`src/rtl/pong_ball_engine.sv`:
```
// Ball physics and scoring for pong: moves the ball once per frame tick, bounces off walls and paddles, counts points.
// Latency: ball registers update 1 clk after tick; no backpressure, tick/serve are sampled every clk.
module pong_ball_engine #(
    parameter int SCREEN_W    = 640,
    parameter int SCREEN_H    = 480,
    parameter int BALL_SIZE   = 10,
    parameter int PAD_W       = 10,
    parameter int PAD_H       = 50,
    parameter int PAD_L_X     = 20,
    parameter int PAD_R_X     = 620,
    parameter int SPEED_INIT  = 2,
    parameter int SPEED_MAX   = 8,
    parameter int HITS_PER_UP = 4,
    parameter int WIN_SCORE   = 9,
    parameter int SERVE_DELAY = 60
) (
    input  logic        clk,
    input  logic        reset,
    input  logic        tick,
    input  logic        serve,
    input  logic [9:0]  pad1_y,
    input  logic [9:0]  pad2_y,
    output logic [10:0] ball_x,
    output logic [9:0]  ball_y,
    output logic [3:0]  score1,
    output logic [3:0]  score2,
    output logic        point_p1,
    output logic        point_p2,
    output logic        game_over,
    output logic [2:0]  state_o
);
    localparam int XW  = 11;
    localparam int YW  = 10;
    localparam int XW1 = XW + 1;
    localparam int YW1 = YW + 1;
    localparam int HW  = $clog2(HITS_PER_UP + 1);
    localparam int DW  = $clog2(SERVE_DELAY + 1);

    localparam logic [XW-1:0] CX       = XW'((SCREEN_W - BALL_SIZE) / 2);
    localparam logic [YW-1:0] CY       = YW'((SCREEN_H - BALL_SIZE) / 2);
    localparam logic [XW:0]   L_FACE   = XW1'(PAD_L_X + PAD_W);
    localparam logic [XW:0]   R_FACE   = XW1'(PAD_R_X - BALL_SIZE);
    localparam logic [XW:0]   X_MAX    = XW1'(SCREEN_W - BALL_SIZE);
    localparam logic [YW:0]   Y_MAX    = YW1'(SCREEN_H - BALL_SIZE);
    localparam logic [YW:0]   B_SZ     = YW1'(BALL_SIZE);
    localparam logic [YW:0]   P_H      = YW1'(PAD_H);
    localparam logic [YW:0]   VY       = YW1'(SPEED_INIT);
    localparam logic [XW-1:0] V_INIT   = XW'(SPEED_INIT);
    localparam logic [XW-1:0] V_MAX    = XW'(SPEED_MAX);
    localparam logic [HW-1:0] HIT_LAST = HW'(HITS_PER_UP - 1);
    localparam logic [DW-1:0] DLY_LAST = DW'(SERVE_DELAY - 1);
    localparam logic [3:0]    WIN      = 4'(WIN_SCORE);

    typedef enum logic [2:0] {
        S_IDLE  = 3'd0,
        S_DELAY = 3'd1,
        S_MOVE  = 3'd2,
        S_POINT = 3'd3,
        S_OVER  = 3'd4
    } state_t;

    state_t          state_q, state_d;
    logic [XW-1:0]   ball_x_q, ball_x_d;
    logic [YW-1:0]   ball_y_q, ball_y_d;
    logic            dir_x_q, dir_x_d;     // 1 = moving right
    logic            dir_y_q, dir_y_d;     // 1 = moving down
    logic [XW-1:0]   vx_q, vx_d;
    logic [HW-1:0]   hit_q, hit_d;
    logic [DW-1:0]   delay_q, delay_d;
    logic [3:0]      score1_q, score1_d;
    logic [3:0]      score2_q, score2_d;
    logic            scorer_q, scorer_d;   // 1 = player 1 scored
    logic            hit_now;

    // One extra bit on every sum so no intermediate result can wrap.
    logic [XW:0] bx, vxw, nx_r, nx_l;
    logic [YW:0] by, ny_dn, ny_up, p1w, p2w;
    logic        ovl1, ovl2;
    logic [3:0]  sc1_inc, sc2_inc;

    assign bx    = {1'b0, ball_x_q};
    assign vxw   = {1'b0, vx_q};
    assign nx_r  = bx + vxw;
    assign nx_l  = bx - vxw;
    assign by    = {1'b0, ball_y_q};
    assign ny_dn = by + VY;
    assign ny_up = by - VY;
    assign p1w   = {1'b0, pad1_y};
    assign p2w   = {1'b0, pad2_y};
    assign ovl1  = (by + B_SZ > p1w) && (by < p1w + P_H);
    assign ovl2  = (by + B_SZ > p2w) && (by < p2w + P_H);
    assign sc1_inc = (score1_q == 4'hF) ? 4'hF : score1_q + 4'd1;
    assign sc2_inc = (score2_q == 4'hF) ? 4'hF : score2_q + 4'd1;

    always_comb begin
        state_d  = state_q;
        ball_x_d = ball_x_q;
        ball_y_d = ball_y_q;
        dir_x_d  = dir_x_q;
        dir_y_d  = dir_y_q;
        vx_d     = vx_q;
        hit_d    = hit_q;
        delay_d  = delay_q;
        score1_d = score1_q;
        score2_d = score2_q;
        scorer_d = scorer_q;
        hit_now  = 1'b0;

        case (state_q)
            S_IDLE: begin
                ball_x_d = CX;
                ball_y_d = CY;
                if (serve) begin
                    state_d = S_DELAY;
                    delay_d = '0;
                end
            end
            S_DELAY: begin
                ball_x_d = CX;
                ball_y_d = CY;
                if (tick) begin
                    if (delay_q == DLY_LAST) begin
                        state_d = S_MOVE;
                        delay_d = '0;
                    end else begin
                        delay_d = delay_q + 1'b1;
                    end
                end
            end
            S_MOVE: begin
                if (tick) begin
                    if (dir_y_q) begin
                        if (ny_dn >= Y_MAX) begin
                            ball_y_d = Y_MAX[YW-1:0];
                            dir_y_d  = 1'b0;
                        end else begin
                            ball_y_d = ny_dn[YW-1:0];
                        end
                    end else begin
                        if (by <= VY) begin
                            ball_y_d = '0;
                            dir_y_d  = 1'b1;
                        end else begin
                            ball_y_d = ny_up[YW-1:0];
                        end
                    end

                    // Paddle face is tested before the goal line so a fast ball cannot tunnel through.
                    if (!dir_x_q) begin
                        if (bx >= L_FACE && bx <= L_FACE + vxw && ovl1) begin
                            ball_x_d = L_FACE[XW-1:0];
                            dir_x_d  = 1'b1;
                            hit_now  = 1'b1;
                        end else if (bx <= vxw) begin
                            ball_x_d = '0;
                            scorer_d = 1'b0;
                            state_d  = S_POINT;
                        end else begin
                            ball_x_d = nx_l[XW-1:0];
                        end
                    end else begin
                        if (bx <= R_FACE && nx_r >= R_FACE && ovl2) begin
                            ball_x_d = R_FACE[XW-1:0];
                            dir_x_d  = 1'b0;
                            hit_now  = 1'b1;
                        end else if (nx_r >= X_MAX) begin
                            ball_x_d = X_MAX[XW-1:0];
                            scorer_d = 1'b1;
                            state_d  = S_POINT;
                        end else begin
                            ball_x_d = nx_r[XW-1:0];
                        end
                    end
                end
            end
            S_POINT: begin
                ball_x_d = CX;
                ball_y_d = CY;
                vx_d     = V_INIT;
                hit_d    = '0;
                delay_d  = '0;
                dir_y_d  = ~dir_y_q;
                if (scorer_q) begin
                    score1_d = sc1_inc;
                    dir_x_d  = 1'b1;
                    state_d  = (sc1_inc == WIN) ? S_OVER : S_DELAY;
                end else begin
                    score2_d = sc2_inc;
                    dir_x_d  = 1'b0;
                    state_d  = (sc2_inc == WIN) ? S_OVER : S_DELAY;
                end
            end
            S_OVER: begin
                ball_x_d = CX;
                ball_y_d = CY;
                if (serve) begin
                    score1_d = '0;
                    score2_d = '0;
                    dir_x_d  = 1'b1;
                    delay_d  = '0;
                    state_d  = S_DELAY;
                end
            end
            default: state_d = S_IDLE;
        endcase

        if (hit_now) begin
            if (hit_q == HIT_LAST) begin
                hit_d = '0;
                vx_d  = (vx_q >= V_MAX) ? V_MAX : vx_q + 1'b1;
            end else begin
                hit_d = hit_q + 1'b1;
            end
        end
    end

    always_ff @(posedge clk or negedge reset) begin
        if (!reset) begin
            state_q  <= S_IDLE;
            ball_x_q <= CX;
            ball_y_q <= CY;
            dir_x_q  <= 1'b1;
            dir_y_q  <= 1'b1;
            vx_q     <= V_INIT;
            hit_q    <= '0;
            delay_q  <= '0;
            score1_q <= '0;
            score2_q <= '0;
            scorer_q <= 1'b0;
        end else begin
            state_q  <= state_d;
            ball_x_q <= ball_x_d;
            ball_y_q <= ball_y_d;
            dir_x_q  <= dir_x_d;
            dir_y_q  <= dir_y_d;
            vx_q     <= vx_d;
            hit_q    <= hit_d;
            delay_q  <= delay_d;
            score1_q <= score1_d;
            score2_q <= score2_d;
            scorer_q <= scorer_d;
        end
    end

    assign ball_x    = ball_x_q;
    assign ball_y    = ball_y_q;
    assign score1    = score1_q;
    assign score2    = score2_q;
    assign point_p1  = (state_q == S_POINT) && scorer_q;
    assign point_p2  = (state_q == S_POINT) && !scorer_q;
    assign game_over = (state_q == S_OVER);
    assign state_o   = state_q;
endmodule

```
`config.mk`:
```
export PLATFORM = sky130hd
export DESIGN_NAME = pong_ball_engine
export DESIGN_NICKNAME = d
export VERILOG_FILES = /design/src/rtl/pong_ball_engine.sv
export SDC_FILE = /design/constraint.sdc
export NUM_CORES = 1
export LEC_CHECK = 0
export BUFFER_PORTS_ARGS = -buffer_cell sky130_fd_sc_hd__buf_2
export CAP_MARGIN = 15
export CORE_ASPECT_RATIO = 0.75
export CORE_MARGIN = 3
export CORE_UTILIZATION = 45
export CTS_CLUSTER_SIZE = 30
export DETAILED_ROUTE_END_ITERATION = 7
export SLEW_MARGIN = 20
export SYNTH_ARGS = -nofsm -noshare
export SYNTH_HDL_FRONTEND = slang
export SYNTH_SLANG_ARGS = --single-unit
```
`constraint.sdc`:
```
create_clock -name clk -period 4.27 [get_ports clk]
set_input_delay 0.427 -clock clk [delete_from_list [all_inputs] [get_ports clk]]
set_output_delay 0.427 -clock clk [all_outputs]
set_load 0.02 [all_outputs]
```
* After elaboration in Yosys (flattened, before gate mapping)
Cells that the tools add are included.
** Word-level totals
- Output and inout port bits :: 35
- Flip-flop bits (word level) :: 55
- Input port bits :: 24
** Operators by class
- Add/subtract/negate cells :: 13
- Equality and inequality tests :: 24
- Magnitude comparators :: 13
- Mux-type cells :: 64
- Reduce and logical (&&, ||, !) cells :: 27
- Bitwise gates (word level) :: 1
** Operators with widths (count)
- 11-bit 2-to-1 mux :: 10
- 3-bit 2-to-1 mux :: 15
- 10-bit 2-to-1 mux :: 4
- 12-bit by 10-bit >= comparator with 1-bit output (second input constant) :: 2
- 10-bit by 6-bit adder with 11-bit output (second input constant) :: 2
- 11-bit by 10-bit greater-than comparator with 1-bit output :: 2
- 10-bit by 11-bit less-than comparator with 1-bit output :: 2
- 11-bit one-hot mux with 2 select lines :: 1
- 4-bit 2-to-1 mux :: 5
- 10-bit one-hot mux with 2 select lines :: 1
- 1-bit 2-to-1 mux :: 19
- 6-bit 2-to-1 mux :: 3
- 6-bit one-hot mux with 3 select lines :: 1
- 4-bit == test (second input constant) :: 4
- 2-bit != test (second input constant) :: 8
- 4-bit one-hot mux with 2 select lines :: 2
- 11-bit by 11-bit adder with 12-bit output :: 1
- 5-bit by 11-bit adder with 12-bit output (first input constant) :: 1
- 11-bit by 12-bit <= comparator with 1-bit output :: 1
- 3-bit != test (second input constant) :: 4
- 3-bit one-hot mux with 4 select lines :: 1
- 3-bit AND reduction :: 4
- 10-bit by 2-bit adder with 11-bit output (second input constant) :: 1
- 10-bit by 4-bit adder with 11-bit output (second input constant) :: 1
- other kinds (30) :: 47

* Depth between registers and ports, before layout
- Depth in word-level cells :: 9
- Gate-level depth with buffers :: 15

* Worst setup path after synthesis
Ideal clock, no wire load.
- Path kind :: register to register
- Start :: register vx_q[1]
- End :: register ball_x_q[2] (netlist: ball_x[2])
- Cell stages (with the launch flop) :: 16
- Data arrival time :: 3415 ps
- Path slack :: 717 ps
- Library setup time :: 138 ps
- Required time :: 4132 ps
- Path through :: dfstp_2 inv_1 ha_1 a211oi_1 nand3_1 xnor2_1 ha_1 nand2_1 a211oi_1 a21oi_1 a2111oi_0 nor3_1 or2_2 o21ai_0 a211o_1 o211ai_1
** Between the ends
- Longest elaborated chain between the ends :: 8
- Elaborated cells on any way between the ends :: 18
** RTL lines
- from (decl) :: RTL line 67 : logic [XW-1:0] vx_q, vx_d;
- from (signal assigned) :: RTL line 236 : vx_q <= vx_d;
- 5-bit by 11-bit adder with 12-bit output or 11-bit by 11-bit adder with 12-bit output (tied branches) :: RTL line 150, 83
- 11-bit by 12-bit <= comparator with 1-bit output or 12-bit by 10-bit >= comparator with 1-bit output (tied branches) :: RTL line 150, 162
- 1-bit logical AND (on tied branches) (2 in series) :: RTL line 150, 162
- 11-bit 2-to-1 mux (on tied branches) :: RTL line 150, 162
- 11-bit 2-to-1 mux * :: RTL line 149 : if (!dir_x_q) begin
- 11-bit 2-to-1 mux * :: RTL line 131 : if (tick) begin
- 11-bit one-hot mux with 2 select lines * :: RTL line 109 : case (state_q)
- to (signal assigned) :: RTL line 232 : ball_x_q <= ball_x_d;
- to (decl) :: RTL line 63 : logic [XW-1:0] ball_x_q, ball_x_d;
Every way passes the cells marked *; elsewhere a longest branch is shown, timed or not. The select of a mux whose other input is x is not followed.
A chain may end at the register's enable or synchronous reset.

* Worst setup path in the final report
- Start :: register ball_y_q[1] (netlist: ball_y[1])
- End :: register ball_x_q[9] (netlist: ball_x[9])
** Between the ends
- Longest elaborated chain between the ends :: 8
- Elaborated cells on any way between the ends :: 14
** RTL lines
- from (decl) :: RTL line 64 : logic [YW-1:0] ball_y_q, ball_y_d;
- from (signal assigned) :: RTL line 233 : ball_y_q <= ball_y_d;
- 10-bit by 4-bit adder with 11-bit output :: RTL line 90, 91
- 11-bit by 10-bit greater-than comparator with 1-bit output (on tied branches) :: RTL line 90, 91
- 1-bit logical AND (on tied branches) :: RTL line 90, 91
- 1-bit logical AND (on tied branches) :: RTL line 150, 162
- 11-bit 2-to-1 mux (on tied branches) :: RTL line 150, 162
- 11-bit 2-to-1 mux * :: RTL line 149
- 11-bit 2-to-1 mux * :: RTL line 131
- 11-bit one-hot mux with 2 select lines * :: RTL line 109
Marks and branches as above.

==> results.toml <==
[run_status]
status = "completed"

[clock_tree]
clk_path_buf_depth = 2
clock-sinks = 55
clock_latency_ns = 0.30
cts_tree = "yes"
postCtsSetupRepairBufs = 0
cts_max_level = 2
cts_buffers = 5
clk_pin_slew_ns = 0.08
clockRootBuffer = "clkbuf_16"

[sta]
period_share_pct = 93.0
hold_viol = 0
setup_viol = 0
fin_worst_skew_ns = 0.00421
hold_slack_ns = 0.239
max_freq_ghz = 0.252
max_slew.worst_pin.slew_ns = 0.733
slew_violations = 0
final.setup.tns_ns = 0
relSlewSlack_pct = 51.1
period_needed_ns = 3.97

[synthesis]
yosys.area.top_type_share_pct = 17.1
yosys.cell_count.top_type = "ha_1"
yosys_register_bits = 55
synth_edf_count = 0
yosysSeqAreaShare_pct = 22.4
synth_ff_type = "dfrtp_1"
synth_area_leader_cell = "ha_1"
avgSynthCellArea_sq_um = 8.05
netlist_instances = 773
ys_types = 82
netlist_top_cells_area = "ha_1 (17%), dfrtp_1 (16%), dfstp_2 (6.3%)"
netlist_area_sq_um = 6230
synth_nets = 885
async_reset_ff_share_pct = 100
yosys_warnings = 0
synth_common_cells = "ha_1 (85), inv_1 (65), nand2_1 (62), o21ai_0 (60)"

[power_and_ir_drop]
power.share.sequential_pct = 43.5
internal_power_uw = 935
leakagePower_uw = 0.00312
p_clk_share_pct = 30.2
p_switching_uw = 476
p_sw_share_pct = 33.7
vdd_drop_max_uv = 241
p_per_area_nw_per_um2 = 206
power_frac_comb_pct = 26.3

[critical_path]
slowest_delay_ns = 0.68
cp-end-kind = "flop"
cpLargestDelayFamily = "simple AND/OR/NAND/NOR gates"
worst-path-buf-inv = 1
required_ns = 4.48
worst_ep_arrival_time_ns = 4.17
cp_cell_sequence = "ha_1 > inv_1 > a211oi_1 > xor2_1 > ha_1 > nand3_1 > or4_1 > o211ai_1 > nor3_1 > or2_2 > nor2_2 > a22oi_1 > o21ai_0"
cp_common_cell = "ha_1"
cp-start-kind = "flop"
r2r-end = "ball_x[9]"
worstPathMaxFanout = 12
rrSetupSlack_ns = 0.30
slowest_stage = "dfstp_2"
reg2reg_depth = 13
timing.rr.start = "ball_y[1]"
critical_path_class = "flop to flop"

[route]
final_antenna_net_count = 0
drc_errors = 0
num_vias = 6069
wl_per_cell_microns = 17.9
drtIter0Drc = 552
wl_microns = 17900
viasPerCell = 6.08
first_pass_iters = 6

[final_layout]
final_area_sq_um = 6860
nNetsFinal = 939
syn_to_final_growth_pct = 10.2
diodes = 0
postLayoutCoreUtil_pct = 51.8
layout.cells.non_filler = 999
drive_above_1_share_pct = 14.0

[global_route]
grt_max_degree = 56
overflow = 0
grt_pass1_wl_microns = 28500
antenna_found_initial = 0
track_usage_pct = 23.0
grt_pass1_vias = 5486

[floorplan]
start_util_pct = 47.0
pin_count = 59
die_h_microns = 108
core_area_sq_um = 13200
die-area_sq_um = 15300
num_rows = 36
die_x_microns = 142

[placed_design]
place.gp.congestion = 0.894
placed_cells = 991
io_buffers = 58
dpl_cell_area_sq_um = 6710
dp_hpwl_microns = 14000

[hold_path]
timing.hold.worst.class = "primary input to asynchronous set/reset pin"

[run]
drv_cap = 0
state kept, by name, indices dropped and copies added (netlist names):
signal    cells
ball_x       11
ball_y       10
delay_q       6
dir_x_q       1
dir_y_q       1
hit_q         3
score1        4
score2        4
scorer_q      1
state_o       3
vx_q         11
power by group through the flow:
stage	combinational [uW]	clock, uW	sequential, uW
3_3_place_gp	356	0	621
3_5_place_dp	367	0	623
2_1_floorplan	262	0	614
4_1_cts	370	438	613
6_report	372	426	614
5_1_grt	422	455	621
stage by stage:
| step | power [uW] | setup slack, ns |
|---|---|---|
| 6_report | 1410 | 0.301 |
| 4_1_cts | 1420 | 0.116 |
| 2_1_floorplan | 876 | 0.717 |
| 3_3_place_gp | 977 | 0.341 |
| 3_5_place_dp | 990 | 0.159 |
| 5_1_grt | 1500 | -0.0186 |
how the worst max path moves through the flow:
| stage | startpoint | cells past startpoint | end | slack [ns] |
|---|---|---|---|---|
| after floorplan | vx_q[1] | 15 | ball_x[2] | 0.72 |
| after global placement | vx_q[1] | 15 | vx_q[2] | 0.34 |
| after detailed placement | vx_q[1] | 15 | vx_q[2] | 0.16 |
| after CTS | vx_q[1] | 15 | vx_q[5] | 0.12 |
| after global routing | vx_q[1] | 15 | vx_q[5] | -0.02 |
| final | ball_y[1] | 13 | ball_x[9] | 0.30 |
kinds of logic after synthesis:
family          Yosys count  synth area share, %
buf+inv                  84                 5.24
flops                    55                 22.4
mux                       5                0.804
simple gates            260                 21.7
compound gates          238                 25.8
xor+xnor                 43                 6.05
fa+ha+maj                88                 18.0
placed cells by master, fill, tap and decap left out, types with 6 or more instances in the layout:
| cell | count |
|---|---|
| nor4_1 | 7 |
| a211o_1 | 10 |
| nor2_1 | 55 |
| and2_1 | 9 |
| nand3b_1 | 6 |
| a211oi_1 | 15 |
| and3_1 | 9 |
| a2111oi_0 | 7 |
| inv_1 | 65 |
| or2_2 | 6 |
| ha_1 | 85 |
| dfrtp_1 | 40 |
| a21o_1 | 9 |
| xnor2_1 | 38 |
| o211ai_1 | 9 |
| nand2b_1 | 13 |
| o21ai_0 | 60 |
| nor3_1 | 20 |
| nand2_1 | 62 |
| nor2b_1 | 10 |
| dfstp_2 | 15 |
| nand4_1 | 9 |
| a21oi_1 | 55 |
| o31ai_1 | 8 |
| a31oi_1 | 9 |
| nor3b_1 | 6 |
| buf_4 | 8 |
| buf_2 | 58 |
| nand3_1 | 27 |
metal layers:
layer	track usage, %	wire [microns]	part of all wire (%)	up-vias
li1	-	-	-	2933
met1	35.5	8800	49	2892
met2	33.8	7590	42	233
met3	3.60	1370	7.6	11
met4	4.38	174	0.97	0
met5	0	0	0	-
what timing repair did:
action	4_1_cts	5_1_grt
hold buffers	0	0
resized for setup	0	2
endpoints found under the setup margin	0	20
endpoints found under the hold margin	0	0
area by class of cell:
cell class | instances | area, sq um
clock buffers | 6 | 129
clock inverters | 2 | 16.3
fillers | 1293 | 6380
inverters | 65 | 244
multi-input cells | 634 | 4520
flip-flops and latches | 55 | 1400
well taps | 171 | 214
repair buffers | 66 | 350
(Power assumes the default switching activity.)
